--- src/rtl/keypad_scanner_if.sv ---
// Key-matrix and key-event signals shared between the keypad scanner (master)
// and the matrix / event consumer side (slave).
interface keypad_scanner_if;
    logic [4:0] col;
    logic [3:0] row;
    logic       newhex;
    logic [3:0] hexcode;
    logic       newop;
    logic [1:0] opcode;
    logic       eq;

    modport master (
        input  col,
        output row, newhex, hexcode, newop, opcode, eq
    );

    modport slave (
        output col,
        input  row, newhex, hexcode, newop, opcode, eq
    );
endinterface

--- src/rtl/keypad_scanner.sv ---
// 4x5 key-matrix scanner: row-at-a-time scan, per-frame debounce, one strobe per press.
// Define KEY_REPEAT_EN to enable auto-repeat of held hex keys.
module keypad_scanner #(
    parameter int unsigned SCAN_DIV       = 1000,
    parameter int unsigned DEBOUNCE_SCANS = 4,
    parameter int unsigned REPEAT_DELAY   = 50,
    parameter int unsigned REPEAT_RATE    = 10
) (
    input  logic              clock,
    input  logic              reset,
    keypad_scanner_if.master  kp
);
    localparam int unsigned DIV_W = $clog2(SCAN_DIV);
    localparam int unsigned DB_W  = $clog2(DEBOUNCE_SCANS + 1);
    localparam logic [DIV_W-1:0] DIV_LAST  = DIV_W'(SCAN_DIV - 1);
    localparam logic [DB_W-1:0]  DB_TARGET = DB_W'(DEBOUNCE_SCANS);

    if (SCAN_DIV < 4 || DEBOUNCE_SCANS < 1 || REPEAT_DELAY < 1 || REPEAT_RATE < 1) begin : g_param_check
        $error("keypad_scanner: parameter out of range");
    end

    typedef enum logic [1:0] {IDLE, PRESS_DB, HELD, REL_DB} state_t;

    logic [4:0]       r_col_meta, r_col_sync;
    logic [DIV_W-1:0] r_div_cnt;
    logic [1:0]       r_row_idx;
    logic [1:0]       r_acc_cnt;
    logic [4:0]       r_acc_code;

    state_t           r_state, w_state_nxt;
    logic [4:0]       r_cand, w_cand_nxt;
    logic [DB_W-1:0]  r_db_cnt, w_db_nxt;

    logic             r_newhex, r_newop, r_eq;
    logic [3:0]       r_hexcode;
    logic [1:0]       r_opcode;

    logic             w_sample, w_frame_done, w_is_key, w_is_none;
    logic [4:0]       w_act;
    logic [2:0]       w_row_cnt, w_col_pos, w_sum;
    logic [4:0]       w_row_code, w_base_code, w_frame_code;
    logic [1:0]       w_base_cnt, w_frame_cnt;
    logic             w_emit;
    logic [4:0]       w_emit_code;

`ifdef KEY_REPEAT_EN
    localparam int unsigned REP_MAX = (REPEAT_DELAY > REPEAT_RATE) ? REPEAT_DELAY : REPEAT_RATE;
    localparam int unsigned REP_W   = $clog2(REP_MAX + 1);
    localparam logic [REP_W-1:0] REP_DELAY = REP_W'(REPEAT_DELAY);
    localparam logic [REP_W-1:0] REP_RATE  = REP_W'(REPEAT_RATE);
    logic [REP_W-1:0] r_rep_cnt, w_rep_cnt_nxt;
    logic             r_rep_armed, w_rep_armed_nxt;
`endif

    always_ff @(posedge clock or negedge reset) begin
        if (!reset) begin
            r_col_meta <= '1;
            r_col_sync <= '1;
            r_div_cnt  <= '0;
            r_row_idx  <= '0;
            r_acc_cnt  <= '0;
            r_acc_code <= '0;
        end else begin
            r_col_meta <= kp.col;
            r_col_sync <= r_col_meta;
            if (r_div_cnt == DIV_LAST) begin
                r_div_cnt <= '0;
                r_row_idx <= r_row_idx + 2'd1;
            end else begin
                r_div_cnt <= r_div_cnt + DIV_W'(1);
            end
            if (w_sample) begin
                r_acc_cnt  <= w_frame_cnt;
                r_acc_code <= w_frame_code;
            end
        end
    end

    assign kp.row       = ~(4'b0001 << r_row_idx);
    assign w_sample     = (r_div_cnt == DIV_LAST);
    assign w_frame_done = w_sample && (r_row_idx == 2'd3);
    assign w_act        = ~r_col_sync;

    // Row 0 starts a fresh frame, so the running tally is ignored there.
    always_comb begin
        w_row_cnt = '0;
        w_col_pos = '0;
        for (int unsigned i = 0; i < 5; i++) begin
            w_row_cnt = w_row_cnt + 3'(w_act[i]);
        end
        for (int unsigned i = 5; i > 0; i--) begin
            if (w_act[i-1]) w_col_pos = 3'(i - 1);
        end
        w_row_code   = w_col_pos[2] ? {3'b100, r_row_idx} : {1'b0, r_row_idx, w_col_pos[1:0]};
        w_base_cnt   = (r_row_idx == 2'd0) ? 2'd0 : r_acc_cnt;
        w_base_code  = (r_row_idx == 2'd0) ? 5'd0 : r_acc_code;
        w_sum        = {1'b0, w_base_cnt} + w_row_cnt;
        w_frame_cnt  = (w_sum > 3'd2) ? 2'd2 : w_sum[1:0];
        w_frame_code = (w_base_cnt == 2'd0) ? w_row_code : w_base_code;
    end

    assign w_is_key  = (w_frame_cnt == 2'd1);
    assign w_is_none = (w_frame_cnt == 2'd0);

    always_ff @(posedge clock or negedge reset) begin
        if (!reset) begin
            r_state  <= IDLE;
            r_cand   <= '0;
            r_db_cnt <= '0;
`ifdef KEY_REPEAT_EN
            r_rep_cnt   <= '0;
            r_rep_armed <= 1'b0;
`endif
        end else begin
            r_state  <= w_state_nxt;
            r_cand   <= w_cand_nxt;
            r_db_cnt <= w_db_nxt;
`ifdef KEY_REPEAT_EN
            r_rep_cnt   <= w_rep_cnt_nxt;
            r_rep_armed <= w_rep_armed_nxt;
`endif
        end
    end

    always_comb begin
        w_state_nxt = r_state;
        w_cand_nxt  = r_cand;
        w_db_nxt    = r_db_cnt;
        w_emit      = 1'b0;
        w_emit_code = r_cand;
`ifdef KEY_REPEAT_EN
        w_rep_cnt_nxt   = (r_state == HELD) ? r_rep_cnt : '0;
        w_rep_armed_nxt = (r_state == HELD) ? r_rep_armed : 1'b0;
`endif
        if (w_frame_done) begin
            unique case (r_state)
                IDLE: begin
                    if (w_is_key) begin
                        w_cand_nxt  = w_frame_code;
                        w_emit_code = w_frame_code;
                        w_db_nxt    = DB_W'(1);
                        if (DB_TARGET == DB_W'(1)) begin
                            w_emit      = 1'b1;
                            w_state_nxt = HELD;
                        end else begin
                            w_state_nxt = PRESS_DB;
                        end
                    end
                end
                PRESS_DB: begin
                    if (w_is_key && w_frame_code == r_cand) begin
                        w_db_nxt = r_db_cnt + DB_W'(1);
                        if (w_db_nxt == DB_TARGET) begin
                            w_emit      = 1'b1;
                            w_state_nxt = HELD;
                        end
                    end else if (w_is_key) begin
                        w_cand_nxt = w_frame_code;
                        w_db_nxt   = DB_W'(1);
                    end else begin
                        w_state_nxt = IDLE;
                    end
                end
                HELD: begin
                    if (w_is_none) begin
                        w_db_nxt    = DB_W'(1);
                        w_state_nxt = (DB_TARGET == DB_W'(1)) ? IDLE : REL_DB;
                    end
`ifdef KEY_REPEAT_EN
                    // Delay phase until the first repeat, then rate phase; any other frame re-arms the delay.
                    if (w_is_key && w_frame_code == r_cand && !r_cand[4]) begin
                        w_rep_cnt_nxt = r_rep_cnt + REP_W'(1);
                        if ((!r_rep_armed && w_rep_cnt_nxt == REP_DELAY) ||
                            ( r_rep_armed && w_rep_cnt_nxt == REP_RATE)) begin
                            w_emit          = 1'b1;
                            w_rep_cnt_nxt   = '0;
                            w_rep_armed_nxt = 1'b1;
                        end
                    end else begin
                        w_rep_cnt_nxt   = '0;
                        w_rep_armed_nxt = 1'b0;
                    end
`endif
                end
                REL_DB: begin
                    if (w_is_none) begin
                        w_db_nxt = r_db_cnt + DB_W'(1);
                        if (w_db_nxt == DB_TARGET) w_state_nxt = IDLE;
                    end else begin
                        w_state_nxt = HELD;
                    end
                end
                default: w_state_nxt = IDLE;
            endcase
        end
    end

    always_ff @(posedge clock or negedge reset) begin
        if (!reset) begin
            r_newhex  <= 1'b0;
            r_newop   <= 1'b0;
            r_eq      <= 1'b0;
            r_hexcode <= '0;
            r_opcode  <= '0;
        end else begin
            r_newhex <= 1'b0;
            r_newop  <= 1'b0;
            r_eq     <= 1'b0;
            if (w_emit) begin
                if (!w_emit_code[4]) begin
                    r_newhex  <= 1'b1;
                    r_hexcode <= w_emit_code[3:0];
                end else if (w_emit_code[1:0] == 2'd3) begin
                    r_eq <= 1'b1;
                end else begin
                    r_newop  <= 1'b1;
                    r_opcode <= w_emit_code[1:0];
                end
            end
        end
    end

    assign kp.newhex  = r_newhex;
    assign kp.newop   = r_newop;
    assign kp.eq      = r_eq;
    assign kp.hexcode = r_hexcode;
    assign kp.opcode  = r_opcode;
endmodule

--- src/flat_wrapper.sv ---
// flat-port wrapper written by rule: the top's interface ports become plain ports
module keypad_scanner_flat 
#(
    parameter int unsigned SCAN_DIV       = 1000,
    parameter int unsigned DEBOUNCE_SCANS = 4,
    parameter int unsigned REPEAT_DELAY   = 50,
    parameter int unsigned REPEAT_RATE    = 10
)
  (clock, reset, kp_col, kp_row, kp_newhex, kp_hexcode, kp_newop, kp_opcode, kp_eq);
  keypad_scanner_if kp_i ();
  input  logic clock;
  input  logic reset;
  input wire logic [$bits(kp_i.col)-1:0] kp_col;
  output wire logic [$bits(kp_i.row)-1:0] kp_row;
  output wire logic [$bits(kp_i.newhex)-1:0] kp_newhex;
  output wire logic [$bits(kp_i.hexcode)-1:0] kp_hexcode;
  output wire logic [$bits(kp_i.newop)-1:0] kp_newop;
  output wire logic [$bits(kp_i.opcode)-1:0] kp_opcode;
  output wire logic [$bits(kp_i.eq)-1:0] kp_eq;
  assign kp_i.col = kp_col;
  assign kp_row = kp_i.row;
  assign kp_newhex = kp_i.newhex;
  assign kp_hexcode = kp_i.hexcode;
  assign kp_newop = kp_i.newop;
  assign kp_opcode = kp_i.opcode;
  assign kp_eq = kp_i.eq;
  keypad_scanner #(.SCAN_DIV(SCAN_DIV), .DEBOUNCE_SCANS(DEBOUNCE_SCANS), .REPEAT_DELAY(REPEAT_DELAY), .REPEAT_RATE(REPEAT_RATE)) u_core (.clock(clock), .reset(reset), .kp(kp_i));
endmodule
--- config.mk ---
export PLATFORM = sky130hd
export DESIGN_NAME = keypad_scanner_flat
export DESIGN_NICKNAME = d
export VERILOG_FILES = /design/src/rtl/keypad_scanner_if.sv /design/src/rtl/keypad_scanner.sv /design/src/flat_wrapper.sv
export SDC_FILE = /design/constraint.sdc
export NUM_CORES = 1
export LEC_CHECK = 0
export BUFFER_PORTS_ARGS = -buffer_cell sky130_fd_sc_hd__buf_2
export CORE_ASPECT_RATIO = 0.7
export CORE_MARGIN = 8
export CORE_UTILIZATION = 40
export DETAILED_ROUTE_END_ITERATION = 10
export GPL_TIMING_DRIVEN = 0
export PLACE_DENSITY = 0.62
export SYNTH_ARGS = -nofsm -noshare
export SYNTH_HDL_FRONTEND = slang
export SYNTH_SLANG_ARGS = --single-unit
--- constraint.sdc ---
create_clock -name clock -period 4.1 [get_ports clock]
set_input_delay 0.41 -clock clock [delete_from_list [all_inputs] [get_ports clock]]
set_output_delay 0.41 -clock clock [all_outputs]
set_load 0.02 [all_outputs]
* After elaboration in Yosys (flattened, before gate mapping)
Cells that the tools add are included.
** Word-level totals
- Flip-flop bits (word level) :: 48
- Latch bits :: 0
- RAM bits :: 0
- ROM bits :: 0
- Bits of input ports :: 7
- Output and inout bits :: 13
- Memories :: 0
** Operators by class
- $add $sub $neg :: 8
- $mul :: 0
- Divide/modulo/power cells :: 0
- Magnitude comparators :: 1
- Equal/unequal tests :: 16
- Shift operators :: 1
- Multiplexer cells :: 41
- Bitwise gates (word level) :: 4
- Reduce and logical (&&, ||, !) cells :: 12
** Operator list (count)
- two-way mux 5 bit :: 7
- two-way mux 3 bit :: 9
- two-way mux 2 bit :: 9
- two-way mux 1 bit :: 12
- case mux 3 bit (4 select lines) :: 1
- adder 10 x 1 -> 10 bit (second input constant) :: 1
- == test 10 bit (second input constant) :: 1
- two-way mux 10 bit :: 1
- case mux 5 bit (2 select lines) :: 1
- adder 3 x 1 -> 3 bit :: 3
- != test 3 bit (second input constant) :: 3
- AND reduction 3 bit :: 3
- == test 2 bit (second input constant) :: 4
- zero test 2 bit :: 4
- case mux 2 bit (4 select lines) :: 1
- != test 2 x 1 -> 1 bit (second input constant) :: 3
- AND reduction 6 bit :: 1
- == test 5 bit :: 1
- inverter 5 bit :: 1
- == test 2 x 1 -> 1 bit (second input constant) :: 2
- inverter 4 bit :: 1
- << shifter 1 x 2 -> 4 bit (first input constant) :: 1
- adder 2 x 3 -> 3 bit :: 1
- adder 3 x 1 -> 3 bit (second input constant) :: 1
- 9 further kinds :: 11

* Depth between registers and ports, before layout
Gate-level depths: netlist of run 1.
- Word-level depth :: 16
- Depth in mapped cells :: 13

* Least setup slack after synthesis of run 1
Ideal clock, no wire load.
- Kind :: reg-to-reg
- Start point :: reg u_core.r_col_sync[0]
- End point :: reg u_core.r_opcode[1], in the netlist u_core.kp.opcode[1]
- Setup time :: 0.119 ns
- Arrival time :: 3.746 ns
- Data required time :: 3.981 ns
- Slack :: 0.235 ns
- Stages on the path, launching flop included :: 13
- Buffers on the path :: 0
- Clock period less this slack :: 3.865 ns
- Cells stage by stage :: dfstp_2 -> inv_1 -> ha_1 -> fa_1 -> fa_1 -> inv_1 -> fa_1 -> nand3b_1 -> or3_1 -> or4_4 -> a311oi_2 -> or4b_1 -> o21a_1
** On the way
- Cells in the longest elaborated chain, start to end :: 15
** Ends and longest elaborated chain
- from (decl) :: line keypad_scanner.sv:24 : logic [4:0] r_col_meta, r_col_sync;
- from (signal assigned) :: line keypad_scanner.sv:65 : r_col_sync <= r_col_meta;
- inverter 5 bit (*) :: line keypad_scanner.sv:82 : assign w_act = ~r_col_sync;
- adder 1 x 1 -> 2 bit :: line keypad_scanner.sv:89 : w_row_cnt = w_row_cnt + 3'(w_act[i]);
- adder 3 x 1 -> 3 bit (3 in a row) :: line keypad_scanner.sv:89
- adder 2 x 3 -> 3 bit :: line keypad_scanner.sv:97 : w_sum = {1'b0, w_base_cnt} + w_row_cnt;
- greater-than comparator 3 x 2 -> 1 bit :: line keypad_scanner.sv:98 : w_frame_cnt = (w_sum > 3'd2) ? 2'd2 : w_sum[1:0];
- two-way mux 2 bit :: line keypad_scanner.sv:98
- == test 2 x 1 -> 1 bit :: line keypad_scanner.sv:102 : assign w_is_key = (w_frame_cnt == 2'd1);
- two-way mux 5 bit :: line keypad_scanner.sv:138 : if (w_is_key) begin
- two-way mux 5 bit :: line keypad_scanner.sv:136 : unique case (r_state)
- two-way mux 5 bit :: line keypad_scanner.sv:135 : if (w_frame_done) begin
- == test 2 bit :: line keypad_scanner.sv:213 : end else if (w_emit_code[1:0] == 2'd3) begin
- inverter 1 bit (no line)
- AND reduction 3 bit (no line)
- to (signal assigned) :: line keypad_scanner.sv:217 : r_opcode <= w_emit_code[1:0];
- to (decl) :: line keypad_scanner.sv:36 : logic [1:0] r_opcode;
Every way passes the cells marked *; elsewhere a longest branch is shown, timed or not.
A chain may end at the register's enable or synchronous reset.

* Worst setup path after layout of run 1
Ends and elaborated chain as after synthesis.

==> flow_metrics.py, run 1 <==
metrics = {
    "detailed_routing": {
        "vias": 1995,
        "drt-total-wl_mm": 5.81,
        "first_pass_iters": 5,
        "wl_per_cell_um": 15.3,
        "vias_per_cell": 5.24,
        "drt_iter0_drc": 130,
        "drc": 0,
        "drtAntennaViolNets": 0,
    },
    "critical_path": {
        "cp_num_buf_inv": 2,
        "required_ns": 4.30,
        "worstPathCellList": "inv_2 -> ha_4 -> fa_1 -> fa_2 -> inv_2 -> fa_2 -> nand3b_1 -> or3_4 -> or4_4 -> a311oi_2 -> or4b_4 -> o21a_1",
        "crit_fanout": 4,
        "slowest_stage": "dfstp_2",
        "worstPathArrival_ns": 4.23,
        "start_kind": "flip-flop",
        "path_delay_family": "adder cells",
        "end_kind": "flip-flop",
        "critical_path_class": "flip-flop to flip-flop",
        "cp_slowest_stage_delay_ns": 0.56,
    },
    "sta": {
        "final.setup_skew_ns": 0.0105,
        "period_minus_slack_ns": 4.03,
        "drv_slew": 0,
        "max_slew_margin": 0.296,
        "hold_viol": 0,
        "rsz0062_at_grt": "yes",
        "period_share": 0.982,
        "clock.fmax_ghz": 0.248,
        "timing.hold.ws_ns": 0.199,
        "finalSetupViolations": 0,
        "worstMarginPinSlew_ns": 1.06,
    },
    "place": {
        "place_hpwl_mm": 4.21,
        "post_dp_cell_area_um2": 2890,
        "routabilityCongestion": 0.870,
        "placedCellCount": 366,
        "portBuffers": 19,
    },
    "clock_tree": {
        "cts_root_buffer": "clkbuf_8",
        "clk_path_buf_depth": 2,
        "clkLatencyLatePin_ns": 0.30,
        "clk_pin_slew_worst_paths_ns": 0.09,
        "hold_buffers": 0,
        "htreeDepth": 2,
        "numCtsBuffers": 5,
        "cts_tree": "done",
        "clkSinkCount": 48,
    },
    "grt": {
        "grtUsageTotal": 0.124,
        "grt_max_degree": 49,
        "grt_pass1_vias": 1878,
        "grt_pass1_wl_mm": 9.49,
        "antenna_found_initial": 0,
        "grt_overflow": 0,
    },
    "synthesis": {
        "synth_edf_count": 0,
        "synth_warnings": 0,
        "yosysTopAreaCellShare": 0.355,
        "synthDistinctLibCells": 56,
        "async_flop_share": 1.00,
        "syn_area_um2": 2680,
        "ys.flop_type": "dfrtp_1",
        "synth_top_area_cell": "dfrtp_1",
        "synth_area_leaders": "dfrtp_1 (36%), dfstp_2 (9.8%), mux2_2 (8.0%)",
        "post_synth_inst_count": 253,
        "syn_nets": 272,
        "avgSynthCellArea_um2": 10.6,
        "ys_seq_area_frac": 0.453,
        "ys_ff_latch": 48,
    },
    "job": {
        "maxCapViolCount": 0,
    },
    "floorplanning": {
        "fp.coreArea_um2": 6600,
        "start_util": 0.406,
        "rows": 25,
        "dieArea_um2": 9610,
        "die_h_um": 84.5,
        "die_w_um": 114,
        "ioPinCount": 20,
    },
    "power_and_ir_drop": {
        "switching_share": 0.236,
        "power.density_nw_per_um2": 290,
        "clkPwrFrac": 0.376,
        "pwr-share-seq": 0.540,
        "switching_power_uw": 212,
        "vdd_drop_max_mv": 0.164,
        "internal_power_uw": 688,
        "leakage_nw": 1.39,
        "p_comb_frac": 0.084,
        "totalPowerFinal_uw": 900,
    },
    "layout": {
        "drive_gt1_frac": 0.314,
        "fin_cells": 381,
        "num_antenna_cells": 0,
        "layout.nets": 305,
        "utilization": 0.470,
        "area_growth_pct": 15.8,
        "fillers": 637,
        "final_area_um2": 3100,
    },
    "hold_path": {
        "hp-class": "input pin to flip-flop",
    },
    "run_status": {
        "status": "complete, no violations",
    },
}
final timing paths:
path	startpoint	endpoint	slack [ns]	cells after the start
worst max-delay path	u_core.r_col_sync[0]$_DFF_PN1_	u_core.kp.opcode[1]$_DFFE_PN0P_	0.07	12
worst min-delay path	kp_col[3]	u_core.r_col_meta[3]$_DFF_PN1_	0.20	1
worst max register to register	u_core.r_col_sync[0]$_DFF_PN1_	u_core.kp.opcode[1]$_DFFE_PN0P_	0.07	12
worst min register to register	u_core.r_col_meta[3]$_DFF_PN1_	u_core.r_col_sync[3]$_DFF_PN1_	0.36	0
max in group asynchronous	reset	u_core.r_row_idx[0]$_DFFE_PN0N_	3.11	1
min in group asynchronous	reset	u_core.r_div_cnt[9]$_DFF_PN0_	0.29	1
cells in the final DEF (no fill, tap or decap), types with 5 or more instances in the layout:
cell type,netlist,routed
a21o_1,7,7
a21oi_1,6,5
buf_2,0,19
buf_4,0,7
clkbuf_8,1,6
dfrtp_1,38,36
dfstp_2,10,10
ha_1,9,7
inv_1,19,15
mux2_2,19,19
nand2_1,22,22
nand3_1,10,10
nor2_1,14,14
nor2b_1,6,6
nor3_1,7,6
o21ai_0,9,9
xnor2_1,8,8
metrics by stage:
step                      TNS [ns]  setup slack (ns)
after global placement    -0.00526          -0.00496
after global routing        -0.147           -0.0860
after detailed placement   -0.0449           -0.0295
after floorplan                  0             0.235
final                            0            0.0743
after CTS                 -0.00167          -0.00167
state kept, by name (all words and copies together) (netlist names):
| name | cells |
|---|---|
| u_core.r_cand | 5 |
| u_core.kp.newhex | 1 |
| u_core.r_row_idx | 2 |
| u_core.r_state | 2 |
| u_core.kp.opcode | 2 |
| u_core.r_db_cnt | 3 |
| u_core.r_acc_cnt | 2 |
| u_core.kp.eq | 1 |
| u_core.r_acc_code | 5 |
| u_core.r_col_meta | 5 |
| u_core.kp.newop | 1 |
| u_core.kp.hexcode | 4 |
| u_core.r_col_sync | 5 |
| u_core.r_div_cnt | 10 |
cell families after synthesis:
kind of cell	Yosys count	share of synthesized area
compound gates	51	0.139
xor+xnor	12	0.0393
fa+ha+maj	12	0.0645
buf+inv	23	0.0388
flops	48	0.453
mux	20	0.0836
simple gates	87	0.182
timing repair:
action / 4_1_cts / 5_1_grt
resized for setup: 3 / 13
buffers inserted: 0 / 7
setup endpoints to repair: 2 / 6
pin swaps: 0 / 1
layer usage:
metal / GRT usage / part of all wire
met1: 0.185 / 0.53
met5: 0 / 0
met3: 0.0372 / 0.046
met2: 0.163 / 0.42
met4: 0.0409 / 0.0067
synthesized netlist by cell type (3+ instances only):
| library cell | n |
|---|---|
| inv_1 | 19 |
| dfstp_2 | 10 |
| xor2_1 | 4 |
| a21o_1 | 7 |
| xnor2_1 | 8 |
| fa_1 | 3 |
| a21oi_1 | 6 |
| o21ai_0 | 9 |
| and2_1 | 4 |
| mux2_2 | 19 |
| o221ai_1 | 3 |
| nand2_1 | 22 |
| ha_1 | 9 |
| nand4_1 | 4 |
| nor2b_1 | 6 |
| nor2_1 | 14 |
| o31ai_1 | 3 |
| nand3_1 | 10 |
| nor3_1 | 7 |
| dfrtp_1 | 38 |
cell type report:
| class | instances | area (um^2) | area share |
|---|---|---|---|
| clock inverter | 2 | 35.0 | 0.0113 |
| timing repair buffer | 26 | 148 | 0.0476 |
| sequential | 48 | 1220 | 0.392 |
| inverter | 19 | 71.3 | 0.0230 |
| buffer | 4 | 32.5 | 0.0105 |
| clock buffer | 6 | 72.6 | 0.0234 |
| multi-input combinational | 182 | 1410 | 0.454 |
| tap | 94 | 118 | 0.0379 |
power by group through the flow:
stage          combinational, mW  sequential, mW  clock (mW)
2_1_floorplan             0.0422           0.494           0
4_1_cts                   0.0694           0.486       0.353
5_1_grt                   0.0853           0.487       0.376
3_5_place_dp              0.0681           0.495           0
3_3_place_gp              0.0677           0.494           0
6_report                  0.0757           0.486       0.339
Note: power is estimated with default switching activity, not from simulation.
==> run 2, diff against run 1 <==
--- a/config.mk
+++ b/config.mk
@@ -6,7 +6,6 @@
 export NUM_CORES = 1
 export LEC_CHECK = 0
 export BUFFER_PORTS_ARGS = -buffer_cell sky130_fd_sc_hd__buf_2
-export CORE_ASPECT_RATIO = 0.7
 export CORE_MARGIN = 8
 export CORE_UTILIZATION = 40
 export DETAILED_ROUTE_END_ITERATION = 10
==> flow_metrics.py, run 2 (synthesized netlist as in run 1, its figures left out) <==
metrics = {
    "floorplanning": {
        "die_h_um": 97.8,
        "dieArea_um2": 9570,
        "fp.coreArea_um2": 6640,
        "die_w_um": 97.8,
        "ioPinCount": 20,
        "rows": 30,
        "start_util": 0.403,
    },
    "sta": {
        "setup_ws_ns": 0.134,
        "period_minus_slack_ns": 3.97,
        "period_share": 0.967,
        "tns_ns": 0,
        "drv_slew": 0,
        "clock.fmax_ghz": 0.252,
        "finalSetupViolations": 0,
        "final.setup_skew_ns": 0.00705,
        "hold_viol": 0,
        "worstMarginPinSlew_ns": 1.05,
        "max_slew_margin": 0.300,
        "timing.hold.ws_ns": 0.198,
        "rsz0062_at_grt": "no",
    },
    "clock_tree": {
        "clk_pin_slew_worst_paths_ns": 0.09,
        "hold_buffers": 0,
        "clkLatencyLatePin_ns": 0.30,
        "cts_tree": "done",
        "clk_path_buf_depth": 2,
        "cts_root_buffer": "clkbuf_8",
        "htreeDepth": 2,
        "numCtsBuffers": 5,
        "clkSinkCount": 48,
    },
    "layout": {
        "drive_gt1_frac": 0.285,
        "largest_reg_flops": 10,
        "area_growth_pct": 15.2,
        "largest-register": "u_core.r_div_cnt",
        "layout.nets": 302,
        "utilization": 0.464,
        "num_antenna_cells": 0,
        "final_area_um2": 3080,
        "mostFrequentLayoutCells": "dfrtp_1 (37), nand2_1 (21), mux2_2 (19), buf_2 (19), inv_1 (18)",
        "fillers": 637,
        "layout_commonest_cell": "dfrtp_1",
        "fin_cells": 364,
    },
    "critical_path": {
        "slowest_stage": "dfstp_2",
        "worstPathCellList": "inv_1 -> ha_4 -> fa_1 -> fa_1 -> inv_1 -> fa_2 -> nand3b_1 -> or3_4 -> or4_4 -> a311oi_2 -> or4b_4 -> o21a_1",
        "cp_slowest_stage_delay_ns": 0.55,
        "end_kind": "flip-flop",
        "critical_path_class": "flip-flop to flip-flop",
        "crit_fanout": 3,
        "required_ns": 4.30,
        "worstPathArrival_ns": 4.17,
        "start_kind": "flip-flop",
    },
    "power_and_ir_drop": {
        "vdd_drop_max_mv": 0.205,
        "leakage_nw": 1.39,
        "power.density_nw_per_um2": 315,
        "totalPowerFinal_uw": 972,
    },
    "detailed_routing": {
        "drt-total-wl_mm": 5.62,
        "first_pass_iters": 4,
        "vias": 1970,
        "wl_per_cell_um": 15.4,
        "vias_per_cell": 5.41,
        "drt_iter0_drc": 97,
        "drc": 0,
        "drtAntennaViolNets": 0,
    },
    "grt": {
        "grt_pass1_wl_mm": 9.60,
        "grtUsageTotal": 0.123,
        "grt_overflow": 0,
        "grt_max_degree": 49,
        "antenna_found_initial": 0,
        "grt_pass1_vias": 1986,
    },
    "job": {
        "maxCapViolCount": 0,
    },
    "hold_path": {
        "hp-class": "input pin to flip-flop",
    },
    "place": {
        "place_hpwl_mm": 4.14,
        "post_dp_cell_area_um2": 2870,
        "portBuffers": 19,
        "routabilityCongestion": 0.888,
        "placedCellCount": 352,
        "place_ws_ns": 0.00174,
    },
    "run_status": {
        "status": "complete, no violations",
    },
}
run 2: path summary, 6_finish.rpt:
check                                                from  slack [ns]                               to  cells after the start
max                        u_core.r_col_sync[0]$_DFF_PN1_        0.13  u_core.kp.opcode[1]$_DFFE_PN0P_                     12
min                                             kp_col[4]        0.20   u_core.r_col_meta[4]$_DFF_PN1_                      1
max reg2reg                u_core.r_col_sync[0]$_DFF_PN1_        0.13  u_core.kp.opcode[1]$_DFFE_PN0P_                     12
min reg2reg                u_core.r_col_meta[2]$_DFF_PN1_        0.36   u_core.r_col_sync[2]$_DFF_PN1_                      0
max in group asynchronous                           reset        3.10  u_core.r_row_idx[1]$_DFFE_PN0N_                      1
min in group asynchronous                           reset        0.29       u_core.kp.newhex$_DFF_PN0_                      1
run 2: area by class of cell:
type / count / area, um^2 / share of cell area
Buffer: 4 / 32.5 / 0.0105
Clock buffer: 5 / 68.8 / 0.0223
Clock inverter: 3 / 68.8 / 0.0223
Inverter: 19 / 71.3 / 0.0231
Multi-Input combinational cell: 182 / 1400 / 0.455
Sequential cell: 48 / 1210 / 0.394
Tap cell: 80 / 100 / 0.0325
Timing Repair Buffer: 23 / 125 / 0.0406
run 2: metal layers:
layer / GRT usage / part of all wire / routed length, um
met1: 0.162 / 0.47 / 2660
met2: 0.197 / 0.47 / 2660
met3: 0.0256 / 0.047 / 265
met4: 0.0408 / 0.0073 / 41
met5: 0 / 0 / 0
run 2: repair_timing:
| action | CTS | global route |
|---|---|---|
| buffers inserted | 1 | 3 |
| endpoints found under the setup margin | 4 | 6 |
| gates cloned | 0 | 0 |
| pin swaps | 2 | 0 |
| gates resized for setup | 3 | 7 |
run 2: report_power, final:
| part | internal [mW] | switching, mW |
|---|---|---|
| combinational | 0.0254 | 0.0498 |
| sequential | 0.482 | 0.00380 |
| clock | 0.246 | 0.165 |
| total | 0.753 | 0.219 |
run 2: critical path: cells and delay by family (launching register included):
family,cells,cell delay (ns)
buffers and inverters,2,0.12
and+or+nand+nor,4,1.38
DFF,1,0.55
AOI/OAI and AO/OA,2,0.33
adders and majority gates,4,1.49
==> run 3, diff against run 2 <==
--- a/config.mk
+++ b/config.mk
@@ -5,12 +5,15 @@
 export SDC_FILE = /design/constraint.sdc
 export NUM_CORES = 1
 export LEC_CHECK = 0
+export ABC_AREA = 1
 export BUFFER_PORTS_ARGS = -buffer_cell sky130_fd_sc_hd__buf_2
+export CELL_PAD_IN_SITES_DETAIL_PLACEMENT = 1
+export CELL_PAD_IN_SITES_GLOBAL_PLACEMENT = 1
 export CORE_MARGIN = 8
 export CORE_UTILIZATION = 40
 export DETAILED_ROUTE_END_ITERATION = 10
 export GPL_TIMING_DRIVEN = 0
-export PLACE_DENSITY = 0.62
+export PLACE_DENSITY = 0.78
 export SYNTH_ARGS = -nofsm -noshare
 export SYNTH_HDL_FRONTEND = slang
 export SYNTH_SLANG_ARGS = --single-unit
==> flow_metrics.py, run 3 <==
metrics = {
    "run_status": {
        "status": "complete, no violations",
    },
    "clock_tree": {
        "post_cts_buffers": 0,
        "numCtsBuffers": 5,
        "cts_tree": "done",
        "cts_root_buffer": "clkbuf_8",
        "clk_pin_slew_worst_paths_ns": 0.10,
        "clkLatencyLatePin_ns": 0.31,
        "clkSinkCount": 48,
        "htreeDepth": 2,
        "clk_path_buf_depth": 2,
    },
    "sta": {
        "rsz0062_at_grt": "no",
        "period_minus_slack_ns": 3.76,
        "finalSetupViolations": 0,
        "period_share": 0.917,
        "max_slew_margin": 0.283,
        "clock.fmax_ghz": 0.266,
        "worstMarginPinSlew_ns": 1.08,
        "final.setup_skew_ns": 0.00963,
        "drv_slew": 0,
        "setup_ws_ns": 0.339,
        "tns_ns": 0,
        "hold_viol": 0,
    },
    "grt": {
        "grt_pass1_wl_mm": 11.7,
        "grt_pass1_vias": 2553,
        "grt_max_degree": 49,
        "grt_overflow": 0,
        "grtUsageTotal": 0.145,
        "antenna_found_initial": 0,
    },
    "synthesis": {
        "synth_area_leaders": "dfrtp_1 (35%), nand2_1 (11%), dfstp_2 (9.6%)",
        "yosysMostFrequentCell": "nand2_1",
        "ys_seq_area_frac": 0.443,
        "avgSynthCellArea_um2": 8.03,
        "yosysTopAreaCellShare": 0.347,
        "synth_edf_count": 0,
        "synthDistinctLibCells": 35,
        "synthTopCellsByCount": "nand2_1 (83), inv_1 (56), dfrtp_1 (38)",
        "syn_nets": 360,
        "post_synth_inst_count": 341,
        "ys.flop_type": "dfrtp_1",
        "synth_top_area_cell": "dfrtp_1",
        "synth_warnings": 0,
        "ys_ff_latch": 48,
        "async_flop_share": 1.00,
        "syn_area_um2": 2740,
    },
    "critical_path": {
        "r2r.worst_path.cells": 18,
        "worstPathArrival_ns": 3.99,
        "end_kind": "flip-flop",
        "critical_path_class": "flip-flop to flip-flop",
        "startpoint": "u_core.r_row_idx[1]$_DFFE_PN0N_",
        "rrSetupSlack_ns": 0.34,
        "start_kind": "flip-flop",
        "r2r-start": "u_core.r_row_idx[1]$_DFFE_PN0N_",
        "required_ns": 4.33,
        "r2r-end": "u_core.kp.eq$_DFF_PN0_",
        "crit_fanout": 10,
    },
    "power_and_ir_drop": {
        "internal_power_uw": 663,
        "leakage_nw": 1.56,
        "switching_power_uw": 229,
        "vdd_drop_max_mv": 0.125,
        "switching_share": 0.257,
        "p_comb_frac": 0.086,
        "pwr-share-seq": 0.544,
        "power.density_nw_per_um2": 293,
        "clkPwrFrac": 0.371,
    },
    "place": {
        "place_ws_ns": 0.107,
        "portBuffers": 19,
        "routabilityCongestion": 0.793,
        "place_hpwl_mm": 4.91,
    },
    "layout": {
        "largest-register": "u_core.r_div_cnt",
        "drive_gt1_frac": 0.196,
        "layout.nets": 386,
        "fillers": 834,
        "mostFrequentLayoutCells": "nand2_1 (83), inv_1 (55), dfrtp_1 (38), nand3_1 (24), nor2_1 (23)",
        "largest_reg_flops": 10,
        "num_antenna_cells": 0,
        "area_growth_pct": 11.2,
        "layout_commonest_cell": "nand2_1",
    },
    "floorplanning": {
        "die_h_um": 98.7,
        "rows": 30,
        "dieArea_um2": 9750,
        "start_util": 0.408,
        "ioPinCount": 20,
        "fp.coreArea_um2": 6720,
        "die_w_um": 98.7,
    },
    "detailed_routing": {
        "drc": 0,
        "first_pass_iters": 4,
        "vias": 2253,
        "vias_per_cell": 5.03,
        "drt_iter0_drc": 91,
        "drt-total-wl_mm": 6.26,
        "drtAntennaViolNets": 0,
        "wl_per_cell_um": 14.0,
    },
    "hold_path": {
        "hp-start": "kp_col[1]",
        "whs_endpoint": "u_core.r_col_meta[1]$_DFF_PN1_",
        "min_path_cells": 1,
        "hp-class": "input pin to flip-flop",
    },
    "job": {
        "maxCapViolCount": 0,
    },
}
[run 3: metal layers]
layer	track usage	wire length [um]
met5	0	0
met4	0.0472	63
met3	0.0289	143
met2	0.263	3230
met1	0.165	2820
[run 3: logic make-up after synthesis]
group,after synthesis,synth area share
simple gates,164,0.288
compound gates,48,0.106
buf+inv,66,0.0904
xor+xnor,3,0.00960
fa+ha+maj,12,0.0630
flops,48,0.443
[run 3: through the flow]
step,power [mW],std cells,utilization,instance area (um^2),hold slack (ns)
6_report,0.892,448,0.453,3050,0.189
5_1_grt,0.937,448,0.453,3050,0.170
4_1_cts,0.906,448,0.453,3040,0.179
3_5_place_dp,0.572,440,0.437,2930,0.349
3_3_place_gp,0.568,440,0.437,2930,0.346
2_1_floorplan,0.541,341,-,2740,0.114
[run 3: cell type report]
type | instances | area (um^2) | share of cell area
multi-input combinational | 227 | 1280 | 0.419
sequential | 48 | 1210 | 0.399
inverter | 62 | 233 | 0.0764
tap | 80 | 100 | 0.0329
timing repair buffer | 19 | 95.1 | 0.0312
clock buffer | 6 | 93.8 | 0.0308
clock inverter | 2 | 16.3 | 0.00534
buffer | 4 | 16.3 | 0.00534
[run 3: power by group through the flow]
| stage | clock network [mW] | registers (mW) | logic (mW) |
|---|---|---|---|
| CTS | 0.343 | 0.485 | 0.0779 |
| global placement | 0 | 0.494 | 0.0742 |
| global route | 0.361 | 0.486 | 0.0901 |
| detailed placement | 0 | 0.494 | 0.0775 |
| finish | 0.331 | 0.485 | 0.0765 |
| floorplan | 0 | 0.493 | 0.0473 |
[run 3: worst max-delay path by stage]
stage,to,slack [ns],depth (start not counted)
after floorplan,u_core.kp.opcode[1]$_DFFE_PN0P_,0.69,19
after global placement,u_core.kp.opcode[1]$_DFFE_PN0P_,0.16,19
after detailed placement,u_core.kp.eq$_DFF_PN0_,0.11,18
after CTS,u_core.kp.eq$_DFF_PN0_,0.05,18
after global routing,u_core.kp.hexcode[1]$_DFFE_PN0P_,0.06,20
final,u_core.kp.eq$_DFF_PN0_,0.34,18
[run 3: timing repair]
item,4_1_cts,5_1_grt
endpoints found under the setup margin,0,12
hold buffers,0,0
gates resized for setup,0,4
[run 3: worst max-delay path, stage by stage, from the launching register on]
cell,delay [ns]
dfrtp_1,0.45
inv_1,0.11
ha_1,0.24
inv_2,0.12
nand2_2,0.09
inv_1,0.08
fa_1,0.43
fa_1,0.39
inv_1,0.08
fa_1,0.40
nand2_1,0.09
a21oi_2,0.05
nand2_1,0.19
clkbuf_2,0.29
nand2_1,0.07
o21ai_0,0.13
o21a_1,0.20
inv_1,0.08
nor3_1,0.18
